==> config.mk <==
export PLATFORM = sky130hd
export DESIGN_NAME = peripheral_enable_sequencer
export DESIGN_NICKNAME = d
export VERILOG_FILES = /design/src/rtl/peripheral_enable_sequencer.sv
export SDC_FILE = /design/constraint.sdc
export NUM_CORES = 1
export LEC_CHECK = 0
export CORE_AREA = 5 5 62 64
export CTS_BUF_LIST = sky130_fd_sc_hd__clkbuf_8 sky130_fd_sc_hd__clkbuf_16
export CTS_CLUSTER_DIAMETER = 30
export DETAILED_ROUTE_END_ITERATION = 10
export DIE_AREA = 0 0 67 69
export PLACE_DENSITY = 0.87
export SLEW_MARGIN = 0
export SYNTH_ARGS = -nofsm -noshare
export SYNTH_HDL_FRONTEND = slang
export SYNTH_SLANG_ARGS = --single-unit
export TNS_END_PERCENT = 20
==> constraint.sdc <==
create_clock -name clock -period 5.4 [get_ports clock]
set_input_delay 1.62 -clock clock [delete_from_list [all_inputs] [get_ports clock]]
set_output_delay 1.62 -clock clock [all_outputs]
set_load 0.03 [all_outputs]
==> src/rtl/peripheral_enable_sequencer.sv <==
// peripheral_enable_sequencer: powers a group of peripherals up in index order and down in reverse,
// waiting for each enable acknowledge plus a settle time, with a sticky fault on handshake timeout.
// Ports:
//   clock, async_resetn  rising-edge clock, asynchronous active-low reset
//   request              level demand for the whole peripheral group
//   enable_req/ack       per-peripheral enable request (thermometer from bit 0) and acknowledge
//   ready/silent         group fully up and settled / group fully off and acknowledged off
//   starting/stopping    power-up / power-down sequence in progress
//   fault, fault_index   sticky handshake timeout and the peripheral it happened on
//   fault_clear          pulse that leaves FAULT once every acknowledge has dropped
module peripheral_enable_sequencer #(
    parameter int NUM_PERIPH    = 4,
    parameter int SETTLE_CYCLES = 2,
    parameter int ACK_TIMEOUT   = 255
) (
    input  logic                  clock,
    input  logic                  async_resetn,
    input  logic                  request,
    output logic [NUM_PERIPH-1:0] enable_req,
    input  logic [NUM_PERIPH-1:0] enable_ack,
    output logic                  ready,
    output logic                  silent,
    output logic                  starting,
    output logic                  stopping,
    output logic                  fault,
    output logic [2:0]            fault_index,
    input  logic                  fault_clear
);
    typedef enum logic [2:0] {
        IDLE, START_STEP, START_SETTLE, READY, STOP_STEP, STOP_SETTLE, FAULT
    } state_t;

    localparam logic [NUM_PERIPH-1:0] ONE = {{(NUM_PERIPH-1){1'b0}}, 1'b1};
    localparam logic [2:0] LAST    = 3'(NUM_PERIPH - 1);
    localparam logic [7:0] SET_END = 8'(SETTLE_CYCLES - 1);
    localparam logic [7:0] TO_END  = 8'(ACK_TIMEOUT - 1);

    state_t                state_q, state_d;
    logic [2:0]            idx_q, idx_d, fidx_q, fidx_d;
    logic [7:0]            cnt_q, cnt_d, cnt_inc;
    logic [NUM_PERIPH-1:0] en_q, en_d, one_hot;
    logic                  ack_cur;

    assign one_hot = ONE << idx_q;
    assign ack_cur = |(enable_ack & one_hot);
    assign cnt_inc = (cnt_q == 8'hFF) ? cnt_q : cnt_q + 8'd1;

    always_comb begin
        state_d = state_q;
        idx_d   = idx_q;
        cnt_d   = cnt_inc;
        en_d    = en_q;
        fidx_d  = fidx_q;
        case (state_q)
            IDLE: begin
                cnt_d = '0;
                if (request) begin
                    state_d = START_STEP;
                    idx_d   = '0;
                    en_d    = ONE;
                end
            end
            START_STEP, START_SETTLE: begin
                if (!request) begin
                    // abort: start descending from the highest peripheral already requested
                    state_d = STOP_STEP;
                    en_d    = en_q & ~one_hot;
                    cnt_d   = '0;
                end else if (state_q == START_STEP) begin
                    if (ack_cur) begin
                        state_d = START_SETTLE;
                        cnt_d   = '0;
                    end else if (cnt_q == TO_END) begin
                        state_d = FAULT;
                        en_d    = '0;
                        fidx_d  = idx_q;
                    end
                end else if (cnt_q == SET_END) begin
                    cnt_d = '0;
                    if (idx_q < LAST) begin
                        state_d = START_STEP;
                        idx_d   = idx_q + 3'd1;
                        en_d    = en_q | (one_hot << 1);
                    end else begin
                        state_d = READY;
                    end
                end
            end
            READY: begin
                cnt_d = '0;
                if (!request) begin
                    state_d = STOP_STEP;
                    idx_d   = LAST;
                    en_d    = en_q & ~(ONE << LAST);
                end
            end
            STOP_STEP: begin
                if (!ack_cur) begin
                    state_d = STOP_SETTLE;
                    cnt_d   = '0;
                end else if (cnt_q == TO_END) begin
                    state_d = FAULT;
                    en_d    = '0;
                    fidx_d  = idx_q;
                end
            end
            STOP_SETTLE: begin
                if (cnt_q == SET_END) begin
                    cnt_d = '0;
                    if (idx_q != 3'd0) begin
                        state_d = STOP_STEP;
                        idx_d   = idx_q - 3'd1;
                        en_d    = en_q & ~(one_hot >> 1);
                    end else begin
                        state_d = IDLE;
                    end
                end
            end
            FAULT: begin
                cnt_d = '0;
                en_d  = '0;
                if (fault_clear && enable_ack == '0) begin
                    state_d = IDLE;
                    idx_d   = '0;
                end
            end
            default: state_d = IDLE;
        endcase
    end

    always_ff @(posedge clock or negedge async_resetn) begin
        if (!async_resetn) begin
            state_q <= IDLE;
            idx_q   <= '0;
            cnt_q   <= '0;
            en_q    <= '0;
            fidx_q  <= '0;
        end else begin
            state_q <= state_d;
            idx_q   <= idx_d;
            cnt_q   <= cnt_d;
            en_q    <= en_d;
            fidx_q  <= fidx_d;
        end
    end

    assign enable_req  = en_q;
    assign fault_index = fidx_q;
    assign ready       = state_q == READY;
    assign starting    = state_q == START_STEP || state_q == START_SETTLE;
    assign stopping    = state_q == STOP_STEP || state_q == STOP_SETTLE;
    assign fault       = state_q == FAULT;
    assign silent      = state_q == IDLE && enable_ack == '0;
endmodule

==> out/metrics.yaml <==
place:
  gp_congestion: 0.924
  dp_hpwl_um: 3510
  port_buffers: 19
  preCtsSetupSlack_ps: 513
  dpl_cell_area_mm2: 0.00212
setup_path:
  cp_common_cell: "clkdlybuf4s50_1"
  startpoint_type: "input port"
  cp.depth: 4
  cpPeakStageDelay_ps: 670
  cp_max_fo: 2
  reg2reg_slack_ps: 2290
  end_kind: "output pin"
  cp_top_family: "buffers and inverters"
  reg2reg_depth: 5
  worstPathCellList: "clkdlybuf4s50_1, nor4_1, and3_1, clkdlybuf4s50_1"
  reg2reg_from: "state_q[0]$_DFFE_PN0P_"
  r2r_end: "idx_q[1]$_DFFE_PN0P_"
  crit_path_top_delay_cell: "clkdlybuf4s50_1"
  arrival_ps: 3260
  crit_buf_inv: 2
  crit_type: "input port to output pin"
  worstPathRequired_ps: 3780
power:
  p_leak_nw: 0.838
  finalPower_mw: 1.35
  p_int_mw: 0.626
  p_switching_mw: 0.719
  clkPwrFrac_pct: 8.0
  switching_share_pct: 53.5
  sequentialPowerShare_pct: 23.6
  comb_power_share_pct: 68.3
  ir_drop_mv: 0.412
  p_per_area_mw_per_mm2: 620
clock_network:
  cts-resized-gates: 0
  path_clk_slew_ps: 80
  postCtsSetupBuffers: 0
  cts_tree: "done"
  numCtsBuffers: 3
  clock_latency_ps: 270
  htree_levels: 1
  cts_hold_buf: 0
  clock_tree.buffer_depth: 2
  clock-sinks: 21
  clockRootBuffer: "clkbuf_8"
final_layout:
  num-nets-final: 261
  diodes: 0
  final_cell_mix: "21 x nor2_1, 21 x dfrtp_1, 19 x clkdlybuf4s50_1"
  area_growth_pct: 12.2
  final_cell_area_mm2: 0.00217
  drive_gt1_share_pct: 7.29
die:
  num_io_pins: 20
  num_rows: 21
  initial_core_util_pct: 59.8
  coreArea_mm2: 0.00323
  die_area_mm2: 0.00462
  die_w_um: 67
  die_h_um: 69
drt:
  vias: 1937
  ant_nets: 0
  dr.pass1.iters: 5
  drtIter0Drc: 310
  post-route-drc-count: 0
  routedWlPerCell_um: 17.1
  avgViaCountPerCell: 6.61
  drt_wl_total_um: 5000
global_routing:
  overflow: 0
  grt_util_met3_pct: 3.57
  grt_pass1_vias: 1818
  grtUsageMet2_pct: 36.6
  grt_use_total_pct: 23.5
  global_route.usage.met1_pct: 31.8
  antenna_found_initial: 0
  grt_max_degree: 31
  busiest_layer: "met2"
  grt_pass1_wl_um: 8600
synthesis:
  yosys_warnings: 0
  synth_cell_type_count: 64
  synth_cells: 238
  synth_area_mm2: 0.00193
  avgSynthCellArea_um2: 8.12
  ys_ff_latch: 21
  ys.flop_type: "dfrtp_1"
  synth_nets: 251
  async_flop_share_pct: 100
  synth_edf_count: 0
  synth_seq_area_share_pct: 27.2
sta:
  drv_slew: 0
  worst_slack_ps: 520
  hold_viol: 0
  fin_tns_setup_ps: 0
  worst_pin_slew_ps: 982
  max_freq_mhz: 205
  skew_ps: 1.90
  rsz0062_at_grt: "no"
  fin_crit_ps: 4880
  max_slew_margin_pct: 34.5
  fin_crit_sh_pct: 90.4
  finalSetupViolations: 0
min_path:
  min_from: "fault_index[0]$_DFFE_PN0P_"
  hold_path_end: "fault_index[0]$_DFFE_PN0P_"
  hold_class: "flop to flop"
  whs_path_depth: 1
outcome:
  status: "finished clean"
job:
  max-cap-violations: 0
==> cells by family after synthesis <==
group	count (synthesis)	synth area share (%)
adder cells (fa/ha/maj)	5	4.01
multiplexers	10	5.44
flip-flops	21	27.2
XOR/XNOR	6	3.11
buffers and inverters	25	5.50
AND/OR/NAND/NOR	89	25.2
AO/OA/AOI/OAI	82	29.5
==> flip-flops by register name, summed over array words and instances (netlist names) <==
signal / count
idx_q: 3
fault_index: 3
enable_req: 4
cnt_q: 8
state_q: 3
==> cell type report <==
| class | instances | area [um^2] |
|---|---|---|
| inverter | 9 | 33.8 |
| fill | 279 | 1060 |
| sequential | 21 | 526 |
| timing repair buffer | 21 | 205 |
| clock buffer | 3 | 41.3 |
| clock inverter | 1 | 5.00 |
| multi-input combinational | 192 | 1300 |
| tap | 46 | 57.6 |
==> worst max path at each step <==
stage	to	slack, ps	start
detailed placement	silent	510	enable_ack[0]
CTS	silent	510	enable_ack[0]
finish	silent	520	enable_ack[0]
global placement	silent	550	enable_ack[0]
global route	silent	430	enable_ack[0]
floorplan	silent	1340	enable_ack[0]
==> power groups by stage <==
stage	registers, mW	logic [mW]	clock network, mW
floorplan	0.249	0.760	0
global placement	0.313	0.893	0
detailed placement	0.315	0.903	0
CTS	0.312	0.909	0.113
global route	0.330	1.02	0.121
finish	0.318	0.919	0.108
==> per-layer routing <==
layer,up-vias,wire length [um]
li1,909,-
met1,894,2040
met2,117,2390
met3,17,433
met4,0,144
met5,-,0
==> cell usage after synthesis, types with 2 or more instances <==
library cell	count	area share, %
and3_1	2	0.65
nor2_1	21	4.1
nor3b_1	2	0.78
nand2_1	17	3.3
fa_1	2	2.1
o2111ai_1	2	0.91
mux2_1	3	1.7
a2bb2oi_1	2	0.91
a21o_1	2	0.78
or3b_2	2	0.91
nand3b_1	2	0.78
a21oi_1	17	4.4
ha_1	3	1.9
a22oi_1	3	1.2
a31oi_1	4	1.3
nor2b_1	6	1.9
o31ai_1	6	2.3
xor2_1	2	0.91
or2_2	2	0.65
nor3_1	10	2.6
nor4_1	2	0.65
nand4_1	4	1.3
nand2b_1	3	0.97
xnor2_1	3	1.4
or3_1	4	1.3
o21ai_0	17	4.4
dfrtp_1	21	27
a211oi_1	3	1.2
clkbuf_1	7	1.4
o211ai_1	7	2.7
a311oi_1	2	0.91
buf_2	7	1.8
mux2i_1	6	3.1
inv_1	9	1.7
nand3_1	4	1.0
==> worst reg2reg max path: stages (launching register included) <==
cell and delay (ps):
dfrtp_1 990, inv_1 390, fa_1 580, a21o_1 170, a221o_1 400, o41a_1 460
==> stage by stage <==
step           util (%)  instances  hold WS, ps
3_5_place_dp       65.7        289          485
2_1_floorplan         -        238          580
3_3_place_gp       65.7        289          474
4_1_cts            67.1        293          505
5_1_grt            67.1        293          521
6_report           67.1        293          496
Note: power is estimated with default switching activity, not from simulation.
